`config.mk`:
```
export PLATFORM = sky130hd
export DESIGN_NAME = multicycle_control
export DESIGN_NICKNAME = d
export VERILOG_FILES = /design/src/rtl/multicycle_control_pkg.sv /design/src/rtl/multicycle_control_alu_decoder.sv /design/src/rtl/multicycle_control.sv
export SDC_FILE = /design/constraint.sdc
export NUM_CORES = 1
export LEC_CHECK = 0
export CELL_PAD_IN_SITES_DETAIL_PLACEMENT = 2
export CELL_PAD_IN_SITES_GLOBAL_PLACEMENT = 2
export CORE_MARGIN = 5
export CORE_UTILIZATION = 35
export DETAILED_ROUTE_END_ITERATION = 10
export DONT_BUFFER_PORTS = 1
export HOLD_SLACK_MARGIN = 0.02
export MAX_ROUTING_LAYER = met4
export PLACE_DENSITY = 0.74
export SETUP_SLACK_MARGIN = 0.3
export SLEW_MARGIN = 5
export SYNTH_ARGS = -nofsm -noshare
export SYNTH_HDL_FRONTEND = slang
export SYNTH_HIERARCHICAL = 1
export SYNTH_SLANG_ARGS = --single-unit
```
`constraint.sdc`:
```
create_clock -name clk -period 2.3 [get_ports clk]
set_clock_uncertainty 0.15 [all_clocks]
set_input_delay 0.115 -clock clk [delete_from_list [all_inputs] [get_ports clk]]
set_output_delay 0.115 -clock clk [all_outputs]
set_load 0.01 [all_outputs]
```
`src/rtl/multicycle_control_pkg.sv`:
```
// Shared constants for the multi-cycle control FSM: opcodes, branch funct3
// values, ALU operation codes, PC/write-back mux encodings and the FSM state
// type. Imported by the control top and the ALU decoder.
package multicycle_control_pkg;

  localparam logic [6:0] OP_R   = 7'b0110011;
  localparam logic [6:0] OP_I   = 7'b0010011;
  localparam logic [6:0] OP_LW  = 7'b0000011;
  localparam logic [6:0] OP_SW  = 7'b0100011;
  localparam logic [6:0] OP_BR  = 7'b1100011;
  localparam logic [6:0] OP_JAL = 7'b1101111;

  localparam logic [2:0] F3_BEQ  = 3'b000;
  localparam logic [2:0] F3_BNE  = 3'b001;
  localparam logic [2:0] F3_WORD = 3'b010;

  localparam logic [2:0] ALU_ADD = 3'b000;
  localparam logic [2:0] ALU_SUB = 3'b001;
  localparam logic [2:0] ALU_AND = 3'b010;
  localparam logic [2:0] ALU_OR  = 3'b011;
  localparam logic [2:0] ALU_XOR = 3'b100;
  localparam logic [2:0] ALU_SLT = 3'b101;
  localparam logic [2:0] ALU_SLL = 3'b110;
  localparam logic [2:0] ALU_SRL = 3'b111;

  localparam logic [1:0] PC_SEL_PC4 = 2'b00;
  localparam logic [1:0] PC_SEL_BR  = 2'b01;
  localparam logic [1:0] PC_SEL_ALU = 2'b10;

  localparam logic [1:0] WB_ALU  = 2'b00;
  localparam logic [1:0] WB_MEM  = 2'b01;
  localparam logic [1:0] WB_LINK = 2'b10;

  typedef enum logic [2:0] {
    ST_FETCH  = 3'd0,
    ST_DECODE = 3'd1,
    ST_EXEC   = 3'd2,
    ST_MEM    = 3'd3,
    ST_WB     = 3'd4,
    ST_HALT   = 3'd5
  } state_t;

  function automatic logic is_supported_op(input logic [6:0] op);
    return (op == OP_R) || (op == OP_I) || (op == OP_LW) ||
           (op == OP_SW) || (op == OP_BR) || (op == OP_JAL);
  endfunction

endpackage

```
`src/rtl/multicycle_control_alu_decoder.sv`:
```
// Combinational ALU operation decoder.
// Ports:
//   opcode, funct3, funct7b5  instruction fields
//   contALU                   ALU operation code
//   illegal_funct             funct combination not supported for this opcode
// Unknown opcodes decode to ADD without flagging; opcode legality is the
// caller's job.
module multicycle_control_alu_decoder
  import multicycle_control_pkg::*;
(
  input  logic [6:0] opcode,
  input  logic [2:0] funct3,
  input  logic       funct7b5,
  output logic [2:0] contALU,
  output logic       illegal_funct
);

  always_comb begin
    contALU       = ALU_ADD;
    illegal_funct = 1'b0;
    case (opcode)
      OP_R, OP_I: begin
        case (funct3)
          3'b000: contALU = (opcode == OP_R && funct7b5) ? ALU_SUB : ALU_ADD;
          3'b001: begin
            contALU       = ALU_SLL;
            illegal_funct = funct7b5;
          end
          3'b010: contALU = ALU_SLT;
          3'b100: contALU = ALU_XOR;
          3'b101: begin
            contALU       = ALU_SRL;
            illegal_funct = funct7b5;  // SRA / SRAI not supported
          end
          3'b110: contALU = ALU_OR;
          3'b111: contALU = ALU_AND;
          default: illegal_funct = 1'b1;  // SLTU / SLTIU
        endcase
        // For R-type, IR[30] is only meaningful for SUB; for I-type it is an
        // immediate bit except on shifts (handled above).
        if (opcode == OP_R && funct7b5 && funct3 != 3'b000)
          illegal_funct = 1'b1;
      end
      OP_LW, OP_SW: illegal_funct = (funct3 != F3_WORD);
      OP_BR: begin
        contALU       = ALU_SUB;
        illegal_funct = !((funct3 == F3_BEQ) || (funct3 == F3_BNE));
      end
      default: ;
    endcase
  end

endmodule

```
`src/rtl/multicycle_control.sv`:
```
// Multi-cycle control FSM: walks each instruction through FETCH, DECODE,
// EXEC, MEM and WB, driving memory handshake, PC/IR/register-file enables
// and ALU input/operation selects.
// Ports:
//   clk, reset (sync, active high)
//   opcode, funct3, funct7b5    IR fields
//   Znegado                     ALU result non-zero
//   mem_ready / mem_req, mem_we, mem_is_instr   memory handshake
//   ir_we, pc_we, pc_sel, reg_we, sel_wb         datapath enables / muxes
//   selALU_JAL, selALU_src, contALU              ALU controls
//   illegal, mem_timeout                         sticky error flags
//
// state  | meaning
// FETCH  | request instruction at PC; latch IR and PC+4 on mem_ready
// DECODE | register file reads settle; illegal encodings go to HALT
// EXEC   | ALU operation; branches and JAL update PC here
// MEM    | data access at resALU; store or load
// WB     | register file write
// HALT   | stopped after an error; left only through reset
module multicycle_control
  import multicycle_control_pkg::*;
#(
  parameter int MEM_WAIT_MAX = 255
) (
  input  logic       clk,
  input  logic       reset,
  input  logic [6:0] opcode,
  input  logic [2:0] funct3,
  input  logic       funct7b5,
  input  logic       Znegado,
  input  logic       mem_ready,
  output logic       mem_req,
  output logic       mem_we,
  output logic       mem_is_instr,
  output logic       ir_we,
  output logic       pc_we,
  output logic [1:0] pc_sel,
  output logic       reg_we,
  output logic [1:0] sel_wb,
  output logic       selALU_JAL,
  output logic       selALU_src,
  output logic [2:0] contALU,
  output logic       illegal,
  output logic       mem_timeout
);

  // Wait budget is a down-counter loaded on every state entry; hitting zero
  // while still waiting means MEM_WAIT_MAX request cycles went unanswered.
  localparam int WW = (MEM_WAIT_MAX > 1) ? $clog2(MEM_WAIT_MAX) : 1;
  localparam bit WAIT_CHECK = (MEM_WAIT_MAX > 0);
  localparam logic [WW-1:0] WAIT_LOAD = WAIT_CHECK ? WW'(MEM_WAIT_MAX - 1) : '0;

  state_t        state_q, state_d;
  logic [WW-1:0] wait_q, wait_d;
  logic          illegal_q, illegal_d;
  logic          timeout_q, timeout_d;

  logic       mem_req_c, mem_we_c, mem_is_instr_c, ir_we_c, pc_we_c, reg_we_c;
  logic       sel_jal_c, sel_src_c;
  logic [1:0] pc_sel_c, sel_wb_c;
  logic [2:0] alu_c, dec_alu;
  logic       dec_illegal;
  logic       taken;

  multicycle_control_alu_decoder u_alu_decoder (
    .opcode       (opcode),
    .funct3       (funct3),
    .funct7b5     (funct7b5),
    .contALU      (dec_alu),
    .illegal_funct(dec_illegal)
  );

  assign taken = ((funct3 == F3_BEQ) && !Znegado) || ((funct3 == F3_BNE) && Znegado);

  always_ff @(posedge clk) begin
    if (reset) begin
      state_q   <= ST_FETCH;
      wait_q    <= WAIT_LOAD;
      illegal_q <= 1'b0;
      timeout_q <= 1'b0;
    end else begin
      state_q   <= state_d;
      wait_q    <= wait_d;
      illegal_q <= illegal_d;
      timeout_q <= timeout_d;
    end
  end

  always_comb begin
    state_d        = state_q;
    wait_d         = wait_q;
    illegal_d      = illegal_q;
    timeout_d      = timeout_q;
    mem_req_c      = 1'b0;
    mem_we_c       = 1'b0;
    mem_is_instr_c = 1'b0;
    ir_we_c        = 1'b0;
    pc_we_c        = 1'b0;
    pc_sel_c       = PC_SEL_PC4;
    reg_we_c       = 1'b0;
    sel_wb_c       = WB_ALU;
    sel_jal_c      = 1'b0;
    sel_src_c      = 1'b0;
    alu_c          = ALU_ADD;
    case (state_q)
      ST_FETCH: begin
        mem_req_c      = 1'b1;
        mem_is_instr_c = 1'b1;
        if (mem_ready) begin
          ir_we_c = 1'b1;
          pc_we_c = 1'b1;
          state_d = ST_DECODE;
        end else if (WAIT_CHECK && wait_q == '0) begin
          timeout_d = 1'b1;
          state_d   = ST_HALT;
        end else if (WAIT_CHECK) begin
          wait_d = wait_q - 1'b1;
        end
      end
      ST_DECODE: begin
        if (!is_supported_op(opcode) || dec_illegal) begin
          illegal_d = 1'b1;
          state_d   = ST_HALT;
        end else begin
          state_d = ST_EXEC;
        end
      end
      ST_EXEC: begin
        alu_c     = dec_alu;
        sel_jal_c = (opcode == OP_JAL);
        sel_src_c = (opcode != OP_R) && (opcode != OP_BR);
        case (opcode)
          OP_BR: begin
            pc_we_c  = taken;
            pc_sel_c = taken ? PC_SEL_BR : PC_SEL_PC4;
            state_d  = ST_FETCH;
          end
          OP_LW, OP_SW: state_d = ST_MEM;
          OP_JAL: begin
            pc_we_c  = 1'b1;
            pc_sel_c = PC_SEL_ALU;
            state_d  = ST_WB;
          end
          default: state_d = ST_WB;
        endcase
      end
      ST_MEM: begin
        mem_req_c = 1'b1;
        mem_we_c  = (opcode == OP_SW);
        if (mem_ready) begin
          state_d = (opcode == OP_SW) ? ST_FETCH : ST_WB;
        end else if (WAIT_CHECK && wait_q == '0) begin
          timeout_d = 1'b1;
          state_d   = ST_HALT;
        end else if (WAIT_CHECK) begin
          wait_d = wait_q - 1'b1;
        end
      end
      ST_WB: begin
        reg_we_c = 1'b1;
        sel_wb_c = (opcode == OP_LW) ? WB_MEM : (opcode == OP_JAL) ? WB_LINK : WB_ALU;
        state_d  = ST_FETCH;
      end
      default: ;
    endcase
    if (state_d != state_q)
      wait_d = WAIT_LOAD;
  end

  // Outputs are forced low during the reset cycle so an access in flight is
  // dropped immediately rather than one cycle later.
  assign mem_req      = mem_req_c      & ~reset;
  assign mem_we       = mem_we_c       & ~reset;
  assign mem_is_instr = mem_is_instr_c & ~reset;
  assign ir_we        = ir_we_c        & ~reset;
  assign pc_we        = pc_we_c        & ~reset;
  assign reg_we       = reg_we_c       & ~reset;
  assign selALU_JAL   = sel_jal_c      & ~reset;
  assign selALU_src   = sel_src_c      & ~reset;
  assign pc_sel       = reset ? 2'b00 : pc_sel_c;
  assign sel_wb       = reset ? 2'b00 : sel_wb_c;
  assign contALU      = reset ? 3'b000 : alu_c;
  assign illegal      = illegal_q      & ~reset;
  assign mem_timeout  = timeout_q      & ~reset;

endmodule
```
# Word-level counts from Yosys, hierarchy flattened
# Cells that the tools add are included.
classes:
  addsub: 1
  n_mul: 0
  div_mod_pow: 0
  order_cmp: 0
  eq_ne: 20
  shifts: 0
  muxes: 33
  n_bitwise: 13
  reduce_logical: 29
op_table:
  columns: ["cell", "count"]
  rows:
  - ["$mux W3", 7]
  - ["$pmux W3 S7", 1]
  - ["$eq A3 B3 Y1 const B", 5]
  - ["$pmux W3 S5", 1]
  - ["$eq A7 B6 Y1 const B", 2]
  - ["$eq A7 B7 Y1 const B", 2]
  - ["$mux W2", 6]
  - ["$pmux W3 S2", 2]
  - ["$mux W1", 11]
  - ["$and A1 B1 Y1", 10]
  - ["$reduce_or A2 Y1", 5]
  - ["$eq A3 B2 Y1 const B", 3]
  - ["$logic_not A8 Y1", 1]
  - ["$logic_or A1 B1 Y1", 8]
  - ["$sub A8 B1 Y8 const B", 1]
  - ["$eq A7 B2 Y1 const B", 1]
  - ["$eq A7 B5 Y1 const B", 1]
  - ["$ne A7 B6 Y1 const B", 1]
  - ["$ne A7 B7 Y1 const B", 1]
  - ["$eq A3 B1 Y1 const B", 2]
  - ["$logic_not A3 Y1", 2]
  - ["$pmux W1 S2", 3]
  - ["$reduce_and A3 Y1", 2]
  - ["$logic_and A1 B1 Y1", 5]
  - ["other kinds (9)", 13]
totals:
  reg_bits: 13
  latch_bits: 0
  mem_bits_rw: 0
  romBits: 0
  input_bits: 15
  elab_cells: 100
  n_memories: 0

# Depth between registers and ports, before layout
depth:
  word_depth: 12
  depth_mapped: 8
  ltp_nobuf: 8

# By module
# Netlist, hierarchy kept.
modules_own_cells:
  columns: ["mod", "instances", "cells_per_inst", "area_each_um2", "seq_area_each_um2"]
  rows:
  - ["multicycle_control", 1, 131, 1047.3, 260.2]
  - ["multicycle_control_alu_decoder", 1, 23, 145.1, 0.0]

# Worst setup path after synthesis
# OpenSTA, ideal clock, no wires.
synth_path:
  kind: "register -> output"
  startpoint: "register state_q[1]"
  endpoint: "output pc_we"
  arrival_ps: 1873
  required_time_ps: 2035
  path_slack_ps: 162
  path_stages_with_launch: 7
  path_buffers: 1
  path_cell_list: "dfxtp_1 -> inv_1 -> or3_1 -> clkbuf_2 -> nor4_1 -> nand3_1 -> a2111oi_0"
synth_between:
  elab_chain_cells: 3
  word_cells_on_any_way: 4
  cone_classes: "eq/ne: 1; mux: 1; bitwise: 1; reduce/logical: 1"
synth_rtl:
  columns: ["element", "line_no", "rtl"]
  rows:
  - ["start: declaration", "multicycle_control.sv:53", "state_t state_q, state_d;"]
  - ["start signal: assignment", "multicycle_control.sv:82", "state_q <= state_d;"]
  - ["$eq A3 B2 Y1 / $logic_not A3 Y1 (equally long branches)", "multicycle_control.sv:105", "case (state_q)"]
  - ["$pmux W1 S2 *", "multicycle_control.sv:105", null]
  - ["$and A1 B1 Y1 *", "multicycle_control.sv:176", "assign pc_we = pc_we_c & ~reset;"]
  - ["end: declaration", "multicycle_control.sv:36", "output logic pc_we,"]
# Every way passes the cells marked *; elsewhere a longest branch is shown, timed or not.

# Worst setup path in the final report
layout_path:
  startpoint: "register state_q[0]"
  endpoint: "output pc_we"
# Same word-level chain as after synthesis.

==> flow_metrics.env <==
export IMPL_synth_top_cells_by_area="dfxtp_1 (22%), nor2_1 (6.6%), xor2_1 (5.9%), nand4_1 (5.8%), nand3_1 (3.4%)"
export IMPL_area_growth_pct=24.1
export IMPL_tightest_slew_ns=0.442
export IMPL_min_path_cells=4
export IMPL_ant_nets=0
export IMPL_max_cap_violations=0
export IMPL_synth_seq_area_share_pct=21.8
export IMPL_grt_pass1_vias=1278
export IMPL_first_pass_iters=4
export IMPL_htree_levels=1
export IMPL_synth_warnings=6
export IMPL_grt_pass1_wl_um=6690
export IMPL_synth_nets=171
export IMPL_status="finished, final reports clean"
export IMPL_grt_usage_pct=19.8
export IMPL_layout_min_cycle_time_ns=2.21
export IMPL_overflow=0
export IMPL_chipWidth_um=68.4
export IMPL_num_io_pins=32
export IMPL_cp_slowest_cell="or3_4"
export IMPL_reg2regPathDepth=7
export IMPL_hpwl_um=2960
export IMPL_drt_iter0_markers=51
export IMPL_final_util_pct=44.7
export IMPL_period_share_pct=96.0
export IMPL_fmax_mhz=453
export IMPL_cts_buffers=3
export IMPL_cellPowerDensity_nw_per_um2=409
export IMPL_die_height_um=68.4
export IMPL_cp_arrival_ns=1.94
export IMPL_synth_avg_cell_area_um2=7.74
export IMPL_drive_gt1_share_pct=28.7
export IMPL_synth_largest_area_cell="dfxtp_1"
export IMPL_synth_seq_cells=13
export IMPL_cts_tree="done"
export IMPL_worstPathMaxFanout=5
export IMPL_relSlewSlack_pct=70.2
export IMPL_rsz0062_at_grt="yes"
export IMPL_yosysTopAreaCellShare_pct=21.8
export IMPL_grt_antenna_before_repair=0
export IMPL_vdd_drop_max_mv=0.255
export IMPL_worst_slack_ns=0.0929
export IMPL_placed_cell_area_um2=1260
export IMPL_ys_types=53
export IMPL_critPathMaxStageDelay_ns=0.42
export IMPL_critical_path_endpoint_type="output port"
export IMPL_place_congestion=0.816
export IMPL_report_final_slew_viol_count=0
export IMPL_portBuffers=0
export IMPL_final_cell_area_um2=1480
export IMPL_dp_cells=201
export IMPL_start_util_pct=36.0
export IMPL_start_kind="register"
export IMPL_cp_depth=5
export IMPL_finish_cell_count_without_fillers=213
export IMPL_syn_inst=154
export IMPL_synth_edff_count=0
export IMPL_path_clk_slew_ns=0.09
export IMPL_setup_viol=0
export IMPL_p_leak_uw=0.000504
export IMPL_ys_flop_type="dfxtp_1"
export IMPL_viasPerCell=5.86
export IMPL_clockBufferDepth=2
export IMPL_vias=1249
export IMPL_clock_root_buffer="clkbuf_4"
export IMPL_hold_viol=0
export IMPL_async_flop_share_pct=0
export IMPL_cp_top_family="simple AND/OR/NAND/NOR gates"
export IMPL_clk_latency_ns=0.28
export IMPL_crit_buf_inv=1
export IMPL_die_area_um2=4670
export IMPL_routed_wl_um=4350
export IMPL_post_place_ws_ns=0.0873
export IMPL_critical_path_class="register to output port"
export IMPL_syn_cell_area_um2=1190
export IMPL_remaining_drc_errors=0
export IMPL_clock_sinks=13
export IMPL_grt_max_degree=16
export IMPL_wire_per_inst_um=20.4
export IMPL_cp_required_ns=2.04
export IMPL_worstHoldPathType="input port to register"
export IMPL_fp_row_count=21
export IMPL_n_antenna_cell=0
export IMPL_final_nets=185
export IMPL_crit_chain="or3_4 -> nor4_4 -> nand3_2 -> a2111oi_4 -> buf_4"
export IMPL_core_um2=3310
-- worst register-to-register path, cell delays in order, from the launching register on --
cell	delay [ns]
dfxtp_2	0.36
or3_4	0.42
buf_4	0.15
buf_6	0.12
or2_2	0.32
o2111ai_2	0.14
o21ai_4	0.14
and4_1	0.19
-- power breakdown --
group          total (uW)  internal, uW  switching (uW)  leakage, uW
clock network         149          67.3            82.1    0.0000150
registers             246           236            9.92     0.000107
logic                 210          87.1             123     0.000383
-- cell usage after synthesis (2+ instances only) --
cell	instances
a2111oi_0	2
buf_6	2
nor2_1	21
nand2_1	8
xnor2_1	2
xor2_1	8
or3_1	4
inv_1	9
o32ai_1	2
and2_1	4
nor3_1	8
nand3_1	8
nand4_1	11
nor4_1	4
or2_2	3
a31oi_1	2
ha_1	2
a21oi_1	4
o21ai_0	4
dfxtp_1	13
-- cell families (layout without fill, tap and decap cells) --
| kind of cell | count (synthesis) | in the layout | share of synthesized area [%] |
|---|---|---|---|
| simple gates | 82 | 82 | 39.9 |
| compound gates | 31 | 31 | 21.3 |
| buf+inv | 15 | 28 | 6.72 |
| flops | 13 | 13 | 21.8 |
| xor+xnor | 10 | 10 | 7.35 |
| fa+ha+maj | 2 | 2 | 2.10 |
| mux | 1 | 1 | 0.839 |
-- cell usage in the layout (no fill, tap or decap), drive strengths merged, types with 2 or more instances in the layout --
master	instances
dlygate4sd3	2
o32ai	2
nand2	8
a2111oi	3
nor3	8
xnor2	2
o21ai	5
buf	13
dfxtp	13
or2	3
a211oi	2
nor4	5
nand4	11
or3	5
nand2b	2
and2	4
nor2	22
xor2	8
clkbuf	4
nand3	8
ha	2
a21oi	5
a31oi	3
inv	9
-- final cells by class --
type | count | area [um^2]
Tap cell | 46 | 57.6
Multi-Input combinational cell | 126 | 975
Inverter | 9 | 33.8
Fill cell | 408 | 1830
Timing Repair Buffer | 15 | 125
Clock buffer | 4 | 26.3
Sequential cell | 13 | 263
-- state kept, by name (all words and copies together), names as in the netlist --
| name | cells |
|---|---|
| timeout_q | 1 |
| wait_q | 8 |
| state_q | 3 |
| illegal_q | 1 |
-- timing repair --
item | in CTS | in global routing
resized for setup | 14 | 11
setup endpoints to repair | 10 | 11
pin swaps | 9 | 7
setup buffers | 5 | 1
hold endpoints to repair | 12 | 0
hold buffers | 2 | 0
-- layer usage --
metal  global-route usage [%]  up-vias  wire length (um)
met1                     24.8      634              1930
li1                         -      594                 -
met2                     33.5       19              2270
met4                     4.47        0                23
met5                        -        -                 0
met3                     2.79        2               122
-- final timing paths --
| check | from | to | slack (ns) |
|---|---|---|---|
| setup / recovery | state_q[0] | pc_we | 0.09 |
| hold / removal | mem_ready | state_q[2] | 0.09 |
| setup reg to reg | state_q[0] | wait_q[0] | 0.22 |
| hold reg to reg | timeout_q | timeout_q | 0.31 |
-- metrics by stage --
stage / setup TNS (ns) / total power [uW] / hold slack, ns
detailed placement: 0 / 417 / 0.0417
finish: 0 / 605 / 0.0937
global placement: 0 / 410 / 0.0378
CTS: 0 / 592 / 0.0611
floorplan: 0 / 379 / 0.134
global route: -0.00563 / 638 / 0.0942
No activity file was read; power rests on OpenSTA's default activity.
